`src/rtl/regfile_writeback_arbiter.sv`:
```
// -----------------------------------------------------------------------------
// regfile_writeback_arbiter
//
// Write-side front end of the 32x32 register file. It merges two producers
// onto the single register-file write port:
//   - the primary pipeline result (ALU/load). It has top priority and no
//     backpressure.
//   - the long-latency unit (mul/div). It uses a valid/ready handshake, and
//     its results wait in a small FIFO while the primary path owns the port.
//
// Writes to r0 are discarded. Queued results are squashed (their valid bit is
// cleared) when a newer primary write targets the same register, so a stale
// long-latency value can never overwrite a newer primary value. The hazard
// port reports whether a register still has a live queued write.
//
// Ports
//   clk, rst_n                 clock, synchronous active-low reset
//   pri_valid/addr/data        primary result (always accepted)
//   lat_valid/ready/addr/data  long-latency result handshake
//   rf_we/waddr/wdata          registered register-file write port
//   chk_addr, chk_pending      hazard query: live queued write to chk_addr
//   q_count                    current queue occupancy
// -----------------------------------------------------------------------------
module regfile_writeback_arbiter #(
   parameter int DATA_W = 32,
   parameter int ADDR_W = 5,
   parameter int DEPTH  = 4
) (
   input  logic                     clk,
   input  logic                     rst_n,
   input  logic                     pri_valid,
   input  logic [ADDR_W-1:0]        pri_addr,
   input  logic [DATA_W-1:0]        pri_data,
   input  logic                     lat_valid,
   output logic                     lat_ready,
   input  logic [ADDR_W-1:0]        lat_addr,
   input  logic [DATA_W-1:0]        lat_data,
   output logic                     rf_we,
   output logic [ADDR_W-1:0]        rf_waddr,
   output logic [DATA_W-1:0]        rf_wdata,
   input  logic [ADDR_W-1:0]        chk_addr,
   output logic                     chk_pending,
   output logic [$clog2(DEPTH):0]   q_count
);

   localparam int PTR_W = $clog2(DEPTH);
   localparam int CNT_W = PTR_W + 1;
   localparam logic [CNT_W-1:0] FULL_CNT = CNT_W'(DEPTH);

   // queue storage
   logic [DEPTH-1:0][ADDR_W-1:0] r_q_addr;
   logic [DEPTH-1:0][DATA_W-1:0] r_q_data;
   logic [DEPTH-1:0]             r_q_vld;
   logic [PTR_W-1:0]             r_head;
   logic [PTR_W-1:0]             r_tail;
   logic [CNT_W-1:0]             r_count;

   // registered write port
   logic                         r_rf_we;
   logic [ADDR_W-1:0]            r_rf_waddr;
   logic [DATA_W-1:0]            r_rf_wdata;

   logic                         w_pri_go;
   logic                         w_lat_acc;
   logic                         w_lat_nz;
   logic                         w_empty;
   logic                         w_full;
   logic                         w_pop;
   logic                         w_bypass;
   logic                         w_push;
   logic                         w_head_vld;
   logic                         w_sel_we;
   logic                         w_sel_upd;
   logic [ADDR_W-1:0]            w_sel_addr;
   logic [DATA_W-1:0]            w_sel_data;
   logic [DEPTH-1:0]             w_squash;
   logic [DEPTH-1:0]             w_hit;

   // ---------------------------------------------------------------------------
   // Handshake and control decode
   // ---------------------------------------------------------------------------
   assign w_empty    = (r_count == '0);
   assign w_full     = (r_count == FULL_CNT);
   // Ready comes from registered occupancy only. A pop in this same cycle
   // does not open a slot until the next cycle, which keeps ready off the
   // pri_valid timing path.
   assign lat_ready  = rst_n && !w_full;

   assign w_pri_go   = pri_valid && (pri_addr != '0);
   assign w_lat_acc  = lat_valid && lat_ready;
   assign w_lat_nz   = (lat_addr != '0);
   assign w_head_vld = r_q_vld[r_head];

   // The queue drains whenever the primary path is idle.
   assign w_pop      = !w_pri_go && !w_empty;
   // Bypass only when nothing older is waiting, so ordering is preserved.
   assign w_bypass   = !w_pri_go && w_empty && w_lat_acc && w_lat_nz;
   // An accepted result whose register is overwritten by the primary path in
   // the same cycle is already stale, so it is dropped instead of queued.
   assign w_push     = w_lat_acc && w_lat_nz && !w_bypass &&
                       !(w_pri_go && (pri_addr == lat_addr));

   // ---------------------------------------------------------------------------
   // Per-entry address compares: WAW squash and hazard query
   // ---------------------------------------------------------------------------
   for (genvar i = 0; i < DEPTH; i++) begin : g_ent
      assign w_squash[i] = w_pri_go && (r_q_addr[i] == pri_addr);
      // Valid bits are cleared on pop, so free slots never report a hit.
      assign w_hit[i]    = r_q_vld[i] && (r_q_addr[i] == chk_addr);
   end

   assign chk_pending = (chk_addr != '0) && (|w_hit);

   // ---------------------------------------------------------------------------
   // Write-port source selection
   // ---------------------------------------------------------------------------
   always_comb begin
      w_sel_we   = 1'b0;
      w_sel_upd  = 1'b0;
      w_sel_addr = pri_addr;
      w_sel_data = pri_data;
      if (w_pri_go) begin
         w_sel_we  = 1'b1;
         w_sel_upd = 1'b1;
      end else if (w_pop) begin
         // A squashed head still uses its slot this cycle, but it writes
         // nothing and the port keeps its last address/data.
         w_sel_we   = w_head_vld;
         w_sel_upd  = w_head_vld;
         w_sel_addr = r_q_addr[r_head];
         w_sel_data = r_q_data[r_head];
      end else if (w_bypass) begin
         w_sel_we   = 1'b1;
         w_sel_upd  = 1'b1;
         w_sel_addr = lat_addr;
         w_sel_data = lat_data;
      end
   end

   always_ff @(posedge clk) begin
      if (!rst_n) begin
         r_rf_we    <= 1'b0;
         r_rf_waddr <= '0;
         r_rf_wdata <= '0;
      end else begin
         r_rf_we <= w_sel_we;
         if (w_sel_upd) begin
            r_rf_waddr <= w_sel_addr;
            r_rf_wdata <= w_sel_data;
         end
      end
   end

   assign rf_we    = r_rf_we;
   assign rf_waddr = r_rf_waddr;
   assign rf_wdata = r_rf_wdata;

   // ---------------------------------------------------------------------------
   // Queue control: pointers, occupancy, entry valid bits
   // ---------------------------------------------------------------------------
   always_ff @(posedge clk) begin
      if (!rst_n) begin
         r_head  <= '0;
         r_tail  <= '0;
         r_count <= '0;
         r_q_vld <= '0;
      end else begin
         for (int i = 0; i < DEPTH; i++) begin
            if (w_squash[i]) r_q_vld[i] <= 1'b0;
         end
         // Pop and push never address the same slot: a pop needs a non-empty
         // queue and a push needs a non-full one, so head != tail whenever
         // both happen.
         if (w_pop) begin
            r_q_vld[r_head] <= 1'b0;
            r_head          <= r_head + PTR_W'(1);
         end
         if (w_push) begin
            r_q_vld[r_tail] <= 1'b1;
            r_tail          <= r_tail + PTR_W'(1);
         end
         case ({w_push, w_pop})
            2'b10:   r_count <= r_count + CNT_W'(1);
            2'b01:   r_count <= r_count - CNT_W'(1);
            default: r_count <= r_count;
         endcase
      end
   end

   // Payload storage does not need a reset; the valid bits qualify it.
   always_ff @(posedge clk) begin
      if (w_push) begin
         r_q_addr[r_tail] <= lat_addr;
         r_q_data[r_tail] <= lat_data;
      end
   end

   assign q_count = r_count;

endmodule

```
`config.mk`:
```
export PLATFORM = sky130hd
export DESIGN_NAME = regfile_writeback_arbiter
export DESIGN_NICKNAME = d
export VERILOG_FILES = /design/src/rtl/regfile_writeback_arbiter.sv
export SDC_FILE = /design/constraint.sdc
export NUM_CORES = 1
export LEC_CHECK = 0
export ABC_AREA = 1
export CAP_MARGIN = 20
export CORE_MARGIN = 5
export CORE_UTILIZATION = 59
export DETAILED_ROUTE_END_ITERATION = 6
export GPL_ROUTABILITY_DRIVEN = 0
export GPL_TIMING_DRIVEN = 0
export PLACE_DENSITY = 0.95
export RECOVER_POWER = 25
export SYNTH_ARGS = -nofsm -noshare
export SYNTH_HDL_FRONTEND = slang
export SYNTH_SLANG_ARGS = --single-unit
```
`constraint.sdc`:
```
create_clock -name clk -period 9.13 [get_ports clk]
set_clock_uncertainty 0.15 [all_clocks]
set_input_delay 2.2825 -clock clk [delete_from_list [all_inputs] [get_ports clk]]
set_output_delay 2.2825 -clock clk [all_outputs]
set_load 0.03 [all_outputs]
```
==> summary.md <==
| Metric | Value |
|---|---|
| PortBufs | `around 120` |
| Synth-to-Final Area Change | `22.46%` |
| Synth Net Count | `1,030` |
| Max_cap viols | `0` |
| Sequential Area | `~5400 sq um` |
| CP top delay family | `buffers and inverters` |
| Post-CTS Hold Fix Bufs | `0` |
| Nets@finish | `between 1,000 and 1,500` |
| Synth top area cells | `edfxtp_1 (49%), dfxtp_1 (11%), nand2_1 (9.5%)` |
| Core area | `about 15,000 sq um` |
| CTS buffer count | `17` |
| Final worst slack | `around 2400 ps` |
| WP buf/inv | `3` |
| Syn. warnings | `0` |
| Power Density | `~260 nW/um^2` |
| Period utilization | `approximately 74%` |
| Clk_lat worst skew | `450 ps` |
| CTS resizes | `0` |
| Die area | `between 15,000 and 20,000 sq um` |
| Worst path max stage delay | `700 ps` |
| Final-report max-slew violation count | `0` |
| RSZ-0062 raised after global routing | `false` |
| Initial antenna violation count | `2` |
| Row count | `45` |
| Via count | `just over 8,000` |
| CP startpoint kind | `primary input` |
| Layout fillers | `917` |
| First-pass GRT wire length | `41,120 microns` |
| CP arrival | `~4300 ps` |
| Unique masters post-synth | `39` |
| Max Clock Freq | `0.1478 GHz` |
| Post-Synthesis Cells | `937` |
| DRT iter0 DRCs | `1,536` |
| Least-Margin Pin Slew | `just over 1000 ps` |
| Vias per cell | `~6.3` |
| CP cell instances | `clkdlybuf4s50_1 -> clkinv_1 -> a31oi_1 -> clkdlybuf4s50_1` |
| Root Buffer | `clkbuf_16` |
| Synth Register Bits | `around 200` |
| Final instance area | `11,130 sq um` |
| Maximum vdd ir drop | `0.2073 mV` |
| Largest net degree at the start of global routing | `38` |
| Buffer depth of the longest clock path | `2` |
| Multi-input gate area | `3114 sq um` |
| Routed WL per cell | `between 20 and 25 microns` |
| Fin Setup TNS | `0 ps` |
| WHS | `slightly above 300 ps` |
| HP Class | `reg2reg` |
| Vias in the first global route | `approximately 7,700` |
| Boundary Pins | `~130` |
| # DRC | `0` |
| Post-CTS Setup Bufs | `0` |
| DP HPWL | `17,510 microns` |
| Depth of the CTS H-tree | `4` |
| CP max FO | `8` |
| Post-layout min period | `between 6000 and 7000 ps` |
| Post-Syn Area | `roughly 9000 sq um` |
| Static Leak | `~4.4 nW` |
| Gr usage total | `29.64%` |
| Grt ovf | `0` |
| Status | `completed` |
| Clock Pin Slew Worst Setup and Hold Paths | `~70 ps` |
| Syn avg cell area | `a little under 10 sq um` |
| Critical Path RT | `~6700 ps` |
| Remaining antenna violation count | `0` |
| Crit Path Category | `in2out` |
| Final hold violation count | `0` |
| Post-synthesis sequential area ratio | `between 50% and 60%` |
| Die width | `134.1 microns` |
| Cell mode on critical path | `clkdlybuf4s50_1` |
| DP Area | `between 10,000 and 15,000 sq um` |
| Slew HR | `a little under a third` |
| Post-synth top area cell | `edfxtp_1` |
| Final WL | `approximately 27,000 microns` |
| Initial Utilization | `about three fifths` |
| Slowest library cell on the worst path | `clkdlybuf4s50_1` |
| TritonRoute pass-1 iters | `7` |
| TritonCTS clock tree | `built` |
| Critical path capture point type | `output pin` |
| Synth top area share | `roughly half` |
| CTS sink count | `roughly 200` |
| Share of cells above drive strength 1 | `just over 8%` |
| Final setup fails | `0` |
| Pre-CTS setup slack | `between 2000 and 2500 ps` |
| Chip Height | `between 100 and 150 microns` |
kinds of logic after synthesis:
group	after synthesis	share of synthesized area, %
simple gates	455	21.90
flops	197	59.68
compound gates	124	8.203
buf+inv	123	6.069
xor+xnor	28	2.697
fa+ha+maj	10	1.459
layer usage:
layer | part of all wire, % | up-vias | track usage (%)
li1 | - | 3503 | -
met1 | 34 | 3670 | 37.57
met2 | 47 | 775 | 48.12
met3 | 13 | 162 | 6.789
met4 | 5.5 | 2 | 15.05
met5 | 0.048 | - | 0
report_power, final:
part           total, mW  switching [mW]  internal (mW)
Sequential          1.11          0.0522           1.05
Combinational       1.03           0.710          0.324
Clock              0.748           0.381          0.367
final timing paths:
path / slack, ps / end / cells after the start / start
min: 310 / rf_wdata[22] / 2 / rf_wdata[22]
max reg2reg: 6230 / r_q_data[26] / 7 / q_count[1]
max: 2370 / lat_ready / 4 / rst_n
min reg2reg: 310 / rf_wdata[22] / 2 / rf_wdata[22]
layout make-up:
cell class	instances	share of cell area [%]
diodes	1	0.02248
plain buffers	57	2.731
clock buffers	17	3.821
clock inverters	15	1.439
inverters	66	2.225
multi-input cells	617	27.97
flip-flops and latches	197	48.73
well taps	188	2.113
repair buffers	120	10.95
through the flow:
step | cells | power [mW] | utilization [%]
final | 1278 | 2.887 | 73.51
after global placement | 1244 | 2.066 | 69.44
after CTS | 1277 | 2.849 | 73.49
after floorplan | 937 | 1.726 | -
after global routing | 1278 | 2.990 | 73.51
after detailed placement | 1245 | 2.105 | 69.62
flip-flops by register name (all words and copies together), names as in the netlist:
register	count
q_count	3
r_q_data	128
r_q_addr	20
rf_waddr	5
r_q_vld	4
r_tail	2
rf_wdata	32
r_head	2
rf_we	1
placed cells by master (no fill, tap or decap), drive strengths merged:
cell and instances:
nand4 5, a21oi 27, ha 9, xnor2 4, a31oi 10, clkbuf 39
o22ai 6, nand3b 3, nand3 144, edfxtp 148, inv 73, dfxtp 49
xor2 24, o211ai 3, clkinv 7, diode 1, o221ai 20, nor3 4
nand2 232, dlygate4sd3 25, nor2 65, o21ai 58, fa 1, buf 36
clkdlybuf4s50 94, or2 2, clkinvlp 1
synth_stat cells (all sizes together):
master,count
nand4,5
a21oi,27
clkbuf,22
edfxtp,148
xor2,24
nor2,65
ha,9
xnor2,4
inv,65
nand3,144
a31oi,10
o221ai,20
or2,2
nand3b,3
dfxtp,49
clkinv,1
o211ai,3
nor3,4
buf,35
nand2,232
fa,1
o22ai,6
o21ai,58
worst reg2reg max path, delay by kind of cell, from the launching register on:
family                 cells  cell delay (ps)
flip-flops                 1              380
AND/OR/NAND/NOR            3              830
AO/OA/AOI/OAI              1               70
buffers and inverters      3             1080
Note: power is estimated with default switching activity, not from simulation.
